**src/rtl/dmem_dual_port_arbiter_if.sv**
```systemverilog
// ---------------------------------------------------------------------------
// dmem_dual_port_arbiter_if
// Bus bundle between the two pipeline MEM stages, the data-memory arbiter and
// the single-ported data memory.
//   Pipe side  : req/we/addr/wdata/funct3/pc/flush for pipe1 and pipe2 in,
//                rdata1_o/rdata2_o and stall_mem_o back out.
//   Memory side: mem_req/we/addr/wdata/funct3 out, mem_ready/mem_rdata in.
// Modports:
//   slave  - the arbiter
//   master - the surrounding pipeline and memory (or a testbench)
// ---------------------------------------------------------------------------
interface dmem_dual_port_arbiter_if #(
    parameter int ADDR_W = 32,
    parameter int DATA_W = 32
) ();
    // pipe1 MEM stage
    logic              req1_i;
    logic              we1_i;
    logic [ADDR_W-1:0] addr1_i;
    logic [DATA_W-1:0] wdata1_i;
    logic [2:0]        funct3_1_i;
    logic [31:0]       pc1_i;
    logic              flush1_i;
    // pipe2 MEM stage
    logic              req2_i;
    logic              we2_i;
    logic [ADDR_W-1:0] addr2_i;
    logic [DATA_W-1:0] wdata2_i;
    logic [2:0]        funct3_2_i;
    logic [31:0]       pc2_i;
    logic              flush2_i;
    // results back to the pipelines
    logic [DATA_W-1:0] rdata1_o;
    logic [DATA_W-1:0] rdata2_o;
    logic              stall_mem_o;
    // data memory
    logic              mem_req_o;
    logic              mem_we_o;
    logic [ADDR_W-1:0] mem_addr_o;
    logic [DATA_W-1:0] mem_wdata_o;
    logic [2:0]        mem_funct3_o;
    logic              mem_ready_i;
    logic [DATA_W-1:0] mem_rdata_i;

    modport slave (
        input  req1_i, we1_i, addr1_i, wdata1_i, funct3_1_i, pc1_i, flush1_i,
        input  req2_i, we2_i, addr2_i, wdata2_i, funct3_2_i, pc2_i, flush2_i,
        output rdata1_o, rdata2_o, stall_mem_o,
        output mem_req_o, mem_we_o, mem_addr_o, mem_wdata_o, mem_funct3_o,
        input  mem_ready_i, mem_rdata_i
    );

    modport master (
        output req1_i, we1_i, addr1_i, wdata1_i, funct3_1_i, pc1_i, flush1_i,
        output req2_i, we2_i, addr2_i, wdata2_i, funct3_2_i, pc2_i, flush2_i,
        input  rdata1_o, rdata2_o, stall_mem_o,
        input  mem_req_o, mem_we_o, mem_addr_o, mem_wdata_o, mem_funct3_o,
        output mem_ready_i, mem_rdata_i
    );
endinterface

```
**src/rtl/dmem_dual_port_arbiter.sv**
```systemverilog
// ---------------------------------------------------------------------------
// dmem_dual_port_arbiter
// Shares one single-ported data memory between the MEM stages of pipeline 1
// and pipeline 2. Same-cycle accesses are serialised in program order (lower
// PC first, pipe1 on equal PC); both MEM stages stay stalled until every
// access of the issue pair has completed, then released for one cycle.
//
// Ports:
//   clk, rst_n      clock, asynchronous active-low reset
//   bus (slave)     pipe requests/flushes in, per-pipe load data and
//                   stall_mem_o out, dmem request/response
//   conflict_cnt_o  issue pairs that carried two pending accesses
//   stall_cnt_o     cycles with stall_mem_o high
//
// Configuration macro: DMEM_ARB_PERF_EN
//   defined   - both performance counters implemented (wrap at 2^CNT_W)
//   undefined - counters absent, outputs tied to zero
// ---------------------------------------------------------------------------
module dmem_dual_port_arbiter #(
    parameter int ADDR_W = 32,
    parameter int DATA_W = 32,
    parameter int CNT_W  = 32
) (
    input  logic                       clk,
    input  logic                       rst_n,
    dmem_dual_port_arbiter_if.slave    bus,
    output logic [CNT_W-1:0]           conflict_cnt_o,
    output logic [CNT_W-1:0]           stall_cnt_o
);

    typedef enum logic [1:0] {
        IDLE,
        FIRST,
        SECOND,
        RELEASE
    } arbStateT;

    arbStateT state;
    arbStateT nextState;

    // Requests captured at the IDLE->FIRST edge; later input changes are ignored.
    logic              cap1We,     cap2We;
    logic [ADDR_W-1:0] cap1Addr,   cap2Addr;
    logic [DATA_W-1:0] cap1Wdata,  cap2Wdata;
    logic [2:0]        cap1Funct3, cap2Funct3;

    logic firstPipe2;   // pipe2 is served in FIRST, pipe1 (if queued) in SECOND
    logic queued;       // a second access is still owed for this issue pair
    logic kill1, kill2; // pipe flushed while its access was outstanding

    logic              pend1, pend2;
    logic              curPipe2;
    logic              curWe;
    logic              queuedFlush;
    logic              stall;
    logic              memReq;
    logic              memWe;
    logic [ADDR_W-1:0] memAddr;
    logic [DATA_W-1:0] memWdata;
    logic [2:0]        memFunct3;
    logic [DATA_W-1:0] rdata1, rdata2;

    assign pend1 = bus.req1_i & ~bus.flush1_i;
    assign pend2 = bus.req2_i & ~bus.flush2_i;

    // Pipe that owns dmem this cycle: the older one in FIRST, the other in SECOND.
    assign curPipe2    = (state == SECOND) ? ~firstPipe2 : firstPipe2;
    assign curWe       = curPipe2 ? cap2We : cap1We;
    assign queuedFlush = firstPipe2 ? bus.flush1_i : bus.flush2_i;

    // State register. Reset returns to IDLE asynchronously, so mem_req_o,
    // which decodes from state, drops without waiting for a clock.
    always_ff @(posedge clk or negedge rst_n) begin
        if (!rst_n) begin
            state <= IDLE;
        end else begin
            // NOTE: sequential state uses <= so every register samples pre-edge values.
            state <= nextState;
        end
    end

    always_comb begin
        // NOTE: every output of this block gets a default first, so no path infers a latch.
        nextState = state;
        stall     = 1'b0;
        memReq    = 1'b0;
        memWe     = 1'b0;
        memAddr   = '0;
        memWdata  = '0;
        memFunct3 = '0;
        case (state)
            IDLE: begin
                stall = pend1 | pend2;
                if (pend1 | pend2) begin
                    nextState = FIRST;
                end
            end
            FIRST: begin
                stall  = 1'b1;
                memReq = 1'b1;
                if (bus.mem_ready_i) begin
                    // A queued access flushed in this same cycle is dropped too.
                    nextState = (queued && !queuedFlush) ? SECOND : RELEASE;
                end
            end
            SECOND: begin
                stall  = 1'b1;
                memReq = 1'b1;
                if (bus.mem_ready_i) begin
                    nextState = RELEASE;
                end
            end
            RELEASE: begin
                nextState = IDLE;
            end
            default: begin
                nextState = IDLE;
            end
        endcase
        if (memReq) begin
            memWe     = curWe;
            memAddr   = curPipe2 ? cap2Addr   : cap1Addr;
            memWdata  = curPipe2 ? cap2Wdata  : cap1Wdata;
            memFunct3 = curPipe2 ? cap2Funct3 : cap1Funct3;
        end
    end

    // Request payload. Only ever read while memReq is high, after a capture.
    // NOTE: pure datapath registers carry no reset; outputs are gated by memReq instead.
    always_ff @(posedge clk) begin
        if (state == IDLE) begin
            cap1We     <= bus.we1_i;
            cap1Addr   <= bus.addr1_i;
            cap1Wdata  <= bus.wdata1_i;
            cap1Funct3 <= bus.funct3_1_i;
            cap2We     <= bus.we2_i;
            cap2Addr   <= bus.addr2_i;
            cap2Wdata  <= bus.wdata2_i;
            cap2Funct3 <= bus.funct3_2_i;
        end
    end

    // Ordering and flush bookkeeping for the current issue pair.
    always_ff @(posedge clk or negedge rst_n) begin
        if (!rst_n) begin
            firstPipe2 <= 1'b0;
            queued     <= 1'b0;
            kill1      <= 1'b0;
            kill2      <= 1'b0;
        end else begin
            case (state)
                IDLE: begin
                    // Older access first; equal PCs resolve to pipe1.
                    firstPipe2 <= pend2 & (~pend1 | (bus.pc2_i < bus.pc1_i));
                    queued     <= pend1 & pend2;
                    kill1      <= 1'b0;
                    kill2      <= 1'b0;
                end
                FIRST, SECOND: begin
                    if (state == FIRST && queuedFlush) begin
                        queued <= 1'b0;
                    end
                    kill1 <= kill1 | bus.flush1_i;
                    kill2 <= kill2 | bus.flush2_i;
                end
                default: ;
            endcase
        end
    end

    // Load data for the writeback registers; held until the pipe's next load.
    // An access that completes after its pipe was flushed still finishes in
    // dmem, but its load data is discarded.
    always_ff @(posedge clk or negedge rst_n) begin
        if (!rst_n) begin
            rdata1 <= '0;
            rdata2 <= '0;
        end else if (memReq && bus.mem_ready_i && !curWe) begin
            if (curPipe2) begin
                if (!(kill2 || bus.flush2_i)) begin
                    rdata2 <= bus.mem_rdata_i;
                end
            end else begin
                if (!(kill1 || bus.flush1_i)) begin
                    rdata1 <= bus.mem_rdata_i;
                end
            end
        end
    end

    assign bus.rdata1_o     = rdata1;
    assign bus.rdata2_o     = rdata2;
    assign bus.stall_mem_o  = stall;
    assign bus.mem_req_o    = memReq;
    assign bus.mem_we_o     = memWe;
    assign bus.mem_addr_o   = memAddr;
    assign bus.mem_wdata_o  = memWdata;
    assign bus.mem_funct3_o = memFunct3;

`ifdef DMEM_ARB_PERF_EN
    logic [CNT_W-1:0] conflictCnt;
    logic [CNT_W-1:0] stallCnt;

    always_ff @(posedge clk or negedge rst_n) begin
        if (!rst_n) begin
            conflictCnt <= '0;
            stallCnt    <= '0;
        end else begin
            if (state == IDLE && pend1 && pend2) begin
                conflictCnt <= conflictCnt + 1'b1;
            end
            if (stall) begin
                stallCnt <= stallCnt + 1'b1;
            end
        end
    end

    assign conflict_cnt_o = conflictCnt;
    assign stall_cnt_o    = stallCnt;
`else
    assign conflict_cnt_o = '0;
    assign stall_cnt_o    = '0;
`endif

endmodule

```
**src/flat_wrapper.sv**
```systemverilog
// flat-port wrapper written by rule: the top's interface ports become plain ports
module dmem_dual_port_arbiter_flat 
#(
    parameter int ADDR_W = 32,
    parameter int DATA_W = 32,
    parameter int CNT_W  = 32
)
  (clk, rst_n, conflict_cnt_o, stall_cnt_o, bus_req1_i, bus_we1_i, bus_addr1_i, bus_wdata1_i, bus_funct3_1_i, bus_pc1_i, bus_flush1_i, bus_req2_i, bus_we2_i, bus_addr2_i, bus_wdata2_i, bus_funct3_2_i, bus_pc2_i, bus_flush2_i, bus_rdata1_o, bus_rdata2_o, bus_stall_mem_o, bus_mem_req_o, bus_mem_we_o, bus_mem_addr_o, bus_mem_wdata_o, bus_mem_funct3_o, bus_mem_ready_i, bus_mem_rdata_i);
  dmem_dual_port_arbiter_if #(.ADDR_W(ADDR_W), .DATA_W(DATA_W)) bus_i ();
  input  logic clk;
  input  logic rst_n;
  output logic [CNT_W-1:0] conflict_cnt_o;
  output logic [CNT_W-1:0] stall_cnt_o;
  input wire logic [$bits(bus_i.req1_i)-1:0] bus_req1_i;
  input wire logic [$bits(bus_i.we1_i)-1:0] bus_we1_i;
  input wire logic [$bits(bus_i.addr1_i)-1:0] bus_addr1_i;
  input wire logic [$bits(bus_i.wdata1_i)-1:0] bus_wdata1_i;
  input wire logic [$bits(bus_i.funct3_1_i)-1:0] bus_funct3_1_i;
  input wire logic [$bits(bus_i.pc1_i)-1:0] bus_pc1_i;
  input wire logic [$bits(bus_i.flush1_i)-1:0] bus_flush1_i;
  input wire logic [$bits(bus_i.req2_i)-1:0] bus_req2_i;
  input wire logic [$bits(bus_i.we2_i)-1:0] bus_we2_i;
  input wire logic [$bits(bus_i.addr2_i)-1:0] bus_addr2_i;
  input wire logic [$bits(bus_i.wdata2_i)-1:0] bus_wdata2_i;
  input wire logic [$bits(bus_i.funct3_2_i)-1:0] bus_funct3_2_i;
  input wire logic [$bits(bus_i.pc2_i)-1:0] bus_pc2_i;
  input wire logic [$bits(bus_i.flush2_i)-1:0] bus_flush2_i;
  output wire logic [$bits(bus_i.rdata1_o)-1:0] bus_rdata1_o;
  output wire logic [$bits(bus_i.rdata2_o)-1:0] bus_rdata2_o;
  output wire logic [$bits(bus_i.stall_mem_o)-1:0] bus_stall_mem_o;
  output wire logic [$bits(bus_i.mem_req_o)-1:0] bus_mem_req_o;
  output wire logic [$bits(bus_i.mem_we_o)-1:0] bus_mem_we_o;
  output wire logic [$bits(bus_i.mem_addr_o)-1:0] bus_mem_addr_o;
  output wire logic [$bits(bus_i.mem_wdata_o)-1:0] bus_mem_wdata_o;
  output wire logic [$bits(bus_i.mem_funct3_o)-1:0] bus_mem_funct3_o;
  input wire logic [$bits(bus_i.mem_ready_i)-1:0] bus_mem_ready_i;
  input wire logic [$bits(bus_i.mem_rdata_i)-1:0] bus_mem_rdata_i;
  assign bus_i.req1_i = bus_req1_i;
  assign bus_i.we1_i = bus_we1_i;
  assign bus_i.addr1_i = bus_addr1_i;
  assign bus_i.wdata1_i = bus_wdata1_i;
  assign bus_i.funct3_1_i = bus_funct3_1_i;
  assign bus_i.pc1_i = bus_pc1_i;
  assign bus_i.flush1_i = bus_flush1_i;
  assign bus_i.req2_i = bus_req2_i;
  assign bus_i.we2_i = bus_we2_i;
  assign bus_i.addr2_i = bus_addr2_i;
  assign bus_i.wdata2_i = bus_wdata2_i;
  assign bus_i.funct3_2_i = bus_funct3_2_i;
  assign bus_i.pc2_i = bus_pc2_i;
  assign bus_i.flush2_i = bus_flush2_i;
  assign bus_rdata1_o = bus_i.rdata1_o;
  assign bus_rdata2_o = bus_i.rdata2_o;
  assign bus_stall_mem_o = bus_i.stall_mem_o;
  assign bus_mem_req_o = bus_i.mem_req_o;
  assign bus_mem_we_o = bus_i.mem_we_o;
  assign bus_mem_addr_o = bus_i.mem_addr_o;
  assign bus_mem_wdata_o = bus_i.mem_wdata_o;
  assign bus_mem_funct3_o = bus_i.mem_funct3_o;
  assign bus_i.mem_ready_i = bus_mem_ready_i;
  assign bus_i.mem_rdata_i = bus_mem_rdata_i;
  dmem_dual_port_arbiter #(.ADDR_W(ADDR_W), .DATA_W(DATA_W), .CNT_W(CNT_W)) u_core (.clk(clk), .rst_n(rst_n), .bus(bus_i), .conflict_cnt_o(conflict_cnt_o), .stall_cnt_o(stall_cnt_o));
endmodule
```
**config.mk**
```make
export PLATFORM = sky130hd
export DESIGN_NAME = dmem_dual_port_arbiter_flat
export DESIGN_NICKNAME = d
export VERILOG_FILES = /design/src/rtl/dmem_dual_port_arbiter_if.sv /design/src/rtl/dmem_dual_port_arbiter.sv /design/src/flat_wrapper.sv
export SDC_FILE = /design/constraint.sdc
export NUM_CORES = 1
export LEC_CHECK = 0
export BUFFER_PORTS_ARGS = -buffer_cell sky130_fd_sc_hd__buf_2
export CORE_AREA = 2 2 171 173
export DETAILED_ROUTE_END_ITERATION = 8
export DIE_AREA = 0 0 173 175
export GPL_ROUTABILITY_DRIVEN = 0
export PLACE_DENSITY = 0.58
export SLEW_MARGIN = 20
export SYNTH_ARGS = -nofsm -noshare
export SYNTH_HDL_FRONTEND = slang
export SYNTH_SLANG_ARGS = --single-unit
```
**constraint.sdc**
```tcl
create_clock -name clk -period 9.5 [get_ports clk]
set_input_delay 1.9 -clock clk [delete_from_list [all_inputs] [get_ports clk]]
set_output_delay 1.9 -clock clk [all_outputs]
set_load 0.01 [all_outputs]
```
==> key figures, run 1 <==
Synth
  – Post-synth EDFFs: 136
  – Yosys warning total: 0
  – Post-synth top area cell: edfxtp_1
  – Synth async-reset ratio: 34.0%
  – Syn Area/Cell: 13.0 um^2
  – Synth area leaders: edfxtp_1 44%, dfrtp_1 19%, nand2_1 5.8%
  – Flops & latches, synth: 206
  – Cells after Synth: 715
  – Mapped cell area: 0.00927 mm^2
  – Synth unique cells: 39
  – Seq/Total Area, Yosys: 63.0%
  – Post-synth top flop: edfxtp_1
  – Yosys top cell area share: around 44%

Clock network
  – H-Tree Depth: 1
  – CTS sink cnt: 206
  – Hold Buf Count CTS: 0
  – Post-cts gate resize count: 0
  – CTS tree: yes
  – Clk slew on worst S/H paths: 0.06 ns
  – CTS buffer count: 24
  – Clock Latency Late Sink: around 0.52 ns
  – Root cell of the clock tree: clkbuf_16
  – Setup repair bufs after CTS: 0
  – CTS max path bufs: 3

Worst setup path
  – Crit path max fanout: 60
  – Reg2reg setup slack: 5.19 ns
  – Critical Path Source: u_core.state[0]
  – CP endpoint: bus_mem_we_o
  – Critical Path Source Type: register
  – Arr. time, crit path: 3.21 ns
  – Setup CP Type: reg -> out
  – Worst EP required: 7.60 ns
  – Depth of the most critical reg-to-reg path: 9
  – R2r endpoint: u_core.bus.rdata1_o[28]
  – R2R Path Start: u_core.state[0]
  – Worst setup EP type: output port

Detailed routing
  – Vias per std cell: 4.37
  – Initial DRT Pass Iterations: 4
  – Final antenna-violating net count: 0
  – DRC: 0
  – Detailed Route WL: 24.4 mm
  – DR WL/cell: ~16 um
  – Vias: 6536
  – Drt initial violations: 288

Timing
  – Clock Skew: about 0.030 ns
  – Fmax: between 150 and 200 MHz
  – Hold slack: 0.478 ns
  – Worst slew pin tran: around 1.1 ns
  – Final setup vio count: 0
  – Unrepaired setup endpoints after global routing: false
  – Min Clock Period, post-route: 5.11 ns
  – Crit share post-route: between 50 and 60%
  – Post-route setup TNS: 0 ns
  – Final Hold Vio Count: 0
  – Slew HR: 26.2%
  – Max Transition Viols Final: 0

Final layout
  – Finished Layout Cells: ~1500
  – Nets: about 1400
  – Area of the multi-input gates: 0.00295 mm^2
  – Fill cell count: 2751
  – Commonest non-fill, non-tap cell in the layout: buf_2
  – Register area: 0.00584 mm^2
  – Layout cell share with drive strength beyond 1: about 40%
  – Most frequent cells in the layout: 372 x buf_2, 144 x nand2_1, 136 x edfxtp_1
  – Area growth, synth to finish: 31.6%

Power
  – Max VDD drop: 0.000173 V
  – Static Leakage: about 5.8 nW
  – Pwr dens: approximately 350 mW/mm^2

GRT
  – Initial antenna violation count: 6
  – First-pass GRT wire length: 36.7 mm
  – Number of global-route vias before repair: 6628
  – Largest net degree at the start of global routing: 85
  – Total grt overflow: 0
  – GRT Util Overall: around 15%

Job
  – Max Cap Viol: 0

Floorplanning
  – I/O pins: 437
  – Cell Rows: 62
  – CORE AREA: 0.0284 mm^2
  – Die Wd: ~170 um
  – Initial Utilization: 32.6%
  – Die ar.: 0.0303 mm^2
  – DIE HEIGHT: 175 um

Hold path
  – Hold Path Depth: 1
  – HP Class: reg -> reg

Placement
  – Placed cells: 1448
  – Detailed Place HPWL: 17.6 mm
  – Port Buffers: between 300 and 400

Run status
  – Outcome: finished, final reports clean
==> critical path, stage by stage, from the launching register on <==
cell and delay [ns]:
dfrtp_1 0.40, inv_1 0.11, ha_1 0.35, xnor2_4 0.40, buf_4 0.68, mux2i_1 0.46
nor2b_1 0.08, buf_2 0.16
==> cell usage after synthesis (all sizes together) (2+ instances only) <==
cell	instances
nand2	144
edfxtp	136
buf	70
dfrtp	70
a21boi	68
mux2	65
inv	37
ha	35
clkbuf	22
a21oi	13
nor2	11
nand4	6
nand3	4
nand2b	3
o21ai	3
a211oi	2
a221oi	2
mux2i	2
nor2b	2
nor4	2
o31ai	2
==> layout make-up <==
cell class                      instances  share of cell area, %
Sequential cell                       206                   47.9
Multi-Input combinational cell        443                   24.2
Timing Repair Buffer                  379                   15.8
Clock buffer                           34                   5.64
Tap cell                              384                   3.94
Clock inverter                         10                   1.36
Inverter                               37                   1.14
Antenna cell                            4                 0.0821
==> report_power, final <==
part           total (mW)  internal [mW]  switching (mW)
clock               0.971          0.614           0.357
combinational        1.78          0.674            1.10
sequential           1.47           1.35           0.116
total                4.21           2.64            1.58
==> state kept, by name, summed over array words and instances, names as in the netlist, 3 cells and up <==
signal	cells
u_core.cap2Addr	32
u_core.cap1Addr	32
u_core.bus.rdata1_o	32
u_core.cap2Funct3	3
u_core.cap2Wdata	32
u_core.cap1Wdata	32
u_core.cap1Funct3	3
u_core.bus.rdata2_o	32
==> layer usage <==
| metal | up-vias | track usage (%) | part of all wire [%] |
|---|---|---|---|
| met5 | - | 0 | 0.066 |
| li1 | 3128 | - | - |
| met3 | 36 | 4.66 | 8.0 |
| met2 | 276 | 28.7 | 52 |
| met4 | 2 | 4.80 | 2.4 |
| met1 | 3094 | 16.8 | 37 |
==> cells by family after synthesis <==
family | synth area share [%]
xor gates and xnor gates | 0.270
muxes | 8.11
DFF | 63.0
AOI/OAI and AO/OA | 7.70
and+or+nand+nor | 8.01
adders and majority gates | 4.73
other | 0.0405
buffers and inverters | 8.18
==> how the worst min path moves through the flow <==
stage	startpoint	end	slack [ns]
2_1_floorplan	u_core.queued	u_core.queued	0.50
3_3_place_gp	u_core.bus.rdata2_o[10]	u_core.bus.rdata2_o[10]	0.46
3_5_place_dp	u_core.bus.rdata2_o[5]	u_core.bus.rdata2_o[5]	0.47
4_1_cts	u_core.bus.rdata2_o[5]	u_core.bus.rdata2_o[5]	0.48
5_1_grt	u_core.bus.rdata1_o[1]	u_core.bus.rdata1_o[1]	0.49
6_report	u_core.bus.rdata1_o[13]	u_core.bus.rdata1_o[13]	0.48
==> stage by stage <==
stage	util (%)	power [mW]	cell area, um^2	setup WS (ns)
global placement	39.9	3.29	11300	4.81
detailed placement	39.9	3.31	11300	4.79
floorplan	-	2.54	9500	3.36
global route	42.9	4.50	12200	4.16
CTS	42.9	4.29	12200	4.25
finish	42.9	4.21	12200	4.39
Power figures use the tool's default switching activity.
==> inputs of run 2 (changes only) <==
==> constraint.sdc (replaced) <==
create_clock -name clk -period 4.9 [get_ports clk]
set_input_delay 0.98 -clock clk [delete_from_list [all_inputs] [get_ports clk]]
set_output_delay 0.98 -clock clk [all_outputs]
set_load 0.01 [all_outputs]
==> run 2 against run 1 <==
Effect of this change: sequential cell count did not move; via count is 0.52% lower; first-iteration DRC count grew 11%; critical path depth did not move; clock skew shrank 0.0025 ns; die area stayed put; sequential power rose by 94%; global-route usage is 0.12 points lower; total power up 91%; clock-buffer cell count fell by 2; combinational power up 92%; largest power group unchanged; register-to-register slack worse by 3.2 ns.
==> key figures, run 2 (synthesis gave the netlist of run 1 again) <==
Detailed routing
  – Vias: 6502 (was 6536)
  – DR WL/cell: 16.1 um (was 16.3 um)
  – Vias per std cell: 4.35 (was 4.37)
  – Final antenna-violating net count: 0 (unchanged)
  – Initial DRT Pass Iterations: 4 (unchanged)
  – Drt initial violations: 321 (was 288)
  – Detailed Route WL: 24.1 mm (was 24.4 mm)
  – DRC: 0 (unchanged)

Floorplanning
  – Die Wd: 173 um (unchanged)
  – CORE AREA: 0.0284 mm^2 (unchanged)
  – Cell Rows: 62 (unchanged)
  – Initial Utilization: 32.6% (unchanged)
  – Die ar.: 0.0303 mm^2 (unchanged)
  – I/O pins: 437 (unchanged)
  – DIE HEIGHT: 175 um (unchanged)

Final layout
  – Layout cell share with drive strength beyond 1: 40.2% (was 40.3%)
  – Nets: 1364 (was 1365)
  – Most frequent cells in the layout: 371 x buf_2, 144 x nand2_1, 136 x edfxtp_1 (was 372 x buf_2, 144 x nand2_1, 136 x edfxtp_1)
  – Post-route cell area: 0.0121 mm^2 (was 0.0122 mm^2)
  – Area growth, synth to finish: 30.9% (was 31.6%)
  – Commonest non-fill, non-tap cell in the layout: buf_2 (unchanged)
  – Finished Layout Cells: 1496 (was 1497)

Placement
  – Detailed Place HPWL: 17.4 mm (was 17.6 mm)
  – Dpl cell area: 0.0113 mm^2 (unchanged)
  – Port Buffers: 372 (unchanged)
  – Placed cells: 1448 (unchanged)

Hold path
  – HP Class: reg -> reg (unchanged)

Job
  – Max Cap Viol: 0 (unchanged)

Clock network
  – Hold Buf Count CTS: 0 (unchanged)
  – CTS buffer count: 24 (unchanged)
  – CTS max path bufs: 3 (unchanged)
  – H-Tree Depth: 1 (unchanged)
  – Clk slew on worst S/H paths: 0.05 ns (was 0.06 ns)
  – Setup repair bufs after CTS: 0 (unchanged)
  – Post-cts gate resize count: 0 (unchanged)
  – Clock Latency Late Sink: 0.52 ns (about the same)
  – Root cell of the clock tree: clkbuf_16 (unchanged)
  – CTS tree: yes (unchanged)
  – CTS sink cnt: 206 (unchanged)

Timing
  – Slew HR: 35.6% (was 26.2%)
  – Final Hold Vio Count: 0 (unchanged)
  – Worst slew pin tran: 0.966 ns (was 1.11 ns)
  – Max Transition Viols Final: 0 (unchanged)
  – Fmax: 248 MHz
  – Unrepaired setup endpoints after global routing: false (unchanged)
  – Post-route setup TNS: 0 ns (unchanged)
  – Clock Skew: 0.0270 ns (was 0.0295 ns)
  – Crit share post-route: 82.4%
  – Hold slack: 0.477 ns (was 0.478 ns)
  – Final setup vio count: 0 (unchanged)
  – Min Clock Period, post-route: 4.04 ns

GRT
  – First-pass GRT wire length: 36.3 mm (was 36.7 mm)
  – Total grt overflow: 0 (unchanged)
  – GRT Util Overall: 15.3% (was 15.4%)
  – Largest net degree at the start of global routing: 77 (was 85)
  – Number of global-route vias before repair: 6573 (was 6628)
  – Initial antenna violation count: 7 (was 6)

Worst setup path
  – Arr. time, crit path: 3.06 ns (was 3.21 ns)
  – Max incr delay on CP: 0.66 ns (was 0.68 ns)
  – Setup CP Type: reg -> out (unchanged)
  – Cells along the critical path: inv_1 > ha_1 > xnor2_4 > buf_4 > nand2_1 > a21boi_0 > buf_2 (was inv_1 > ha_1 > xnor2_4 > buf_4 > mux2i_1 > nor2b_1 > buf_2)
  – Worst path bufs/invs: 3 (unchanged)
  – CP top delay family: buffers and inverters (unchanged)
  – Worst EP required: 3.92 ns (was 7.60 ns)
  – Worst setup EP type: output port (unchanged)
  – Critical Path Source Type: register (unchanged)
  – Crit path max fanout: 67 (was 60)
  – Slowest CP cell: buf_4 (unchanged)

Power
  – Static Leakage: 5.72 nW (was 5.75 nW)
  – Max VDD drop: 0.000439 V (was 0.000173 V)
  – Tot Pwr: 8.04 mW (was 4.21 mW)
  – Pwr dens: 663 mW/mm^2 (was 346 mW/mm^2)

Run status
  – Outcome: finished, final reports clean (unchanged)
==> run 2: cell count changes in the layout (fill, tap and decap cells not counted), sizes merged <==
cell,change
bufinv,-2
clkbuf,-3
clkinv,+3
diode,+1
==> run 2: per-layer routing <==
metal / vias up / wire length [um] / track usage [%] / part of all wire (%)
met2: 297 / 12400 / 27.8 / 51
met3: 48 / 1950 / 4.26 / 8.1
met1: 3038 / 9010 / 17.0 / 37
li1: 3117 / - / - / -
met5: - / 13 / 0 / 0.054
met4: 2 / 800 / 5.79 / 3.3
==> run 2: layout make-up <==
class | count | area [um^2]
antenna | 5 | 12.5
clock buffer | 32 | 682
clock inverter | 11 | 116
fill | 2722 | 16300
inverter | 37 | 139
multi-input combinational | 443 | 2950
sequential | 206 | 5840
tap | 384 | 480
timing repair buffer | 378 | 1910
==> run 2: worst paths after layout <==
| check | startpoint | end | slack [ns] | cells after the start |
|---|---|---|---|---|
| min in group asynchronous | rst_n | u_core.bus.rdata1_o[22] | 0.51 | 1 |
| worst min-delay path | u_core.bus.rdata1_o[11] | u_core.bus.rdata1_o[11] | 0.48 | 1 |
| worst max-delay path | u_core.state[0] | bus_mem_wdata_o[3] | 0.86 | 7 |
| worst max register to register | u_core.state[0] | u_core.bus.rdata1_o[24] | 2.04 | 6 |
| max in group asynchronous | rst_n | u_core.bus.rdata1_o[25] | 3.64 | 2 |
| worst min register to register | u_core.bus.rdata1_o[11] | u_core.bus.rdata1_o[11] | 0.48 | 1 |
==> run 2: report_power, final <==
part	total, mW	switching [mW]	internal (mW)
Sequential	2.85	0.229	2.62
Clock	1.77	0.691	1.08
Combinational	3.42	2.12	1.31
Total	8.04	3.04	5.01
==> run 2: metrics by stage <==
stage	setup slack, ns	utilization, %
final	0.860	42.7
after global routing	0.713	42.7
after CTS	0.790	42.7
after detailed placement	1.32	39.9
after global placement	1.37	39.9
after floorplan	1.21	-
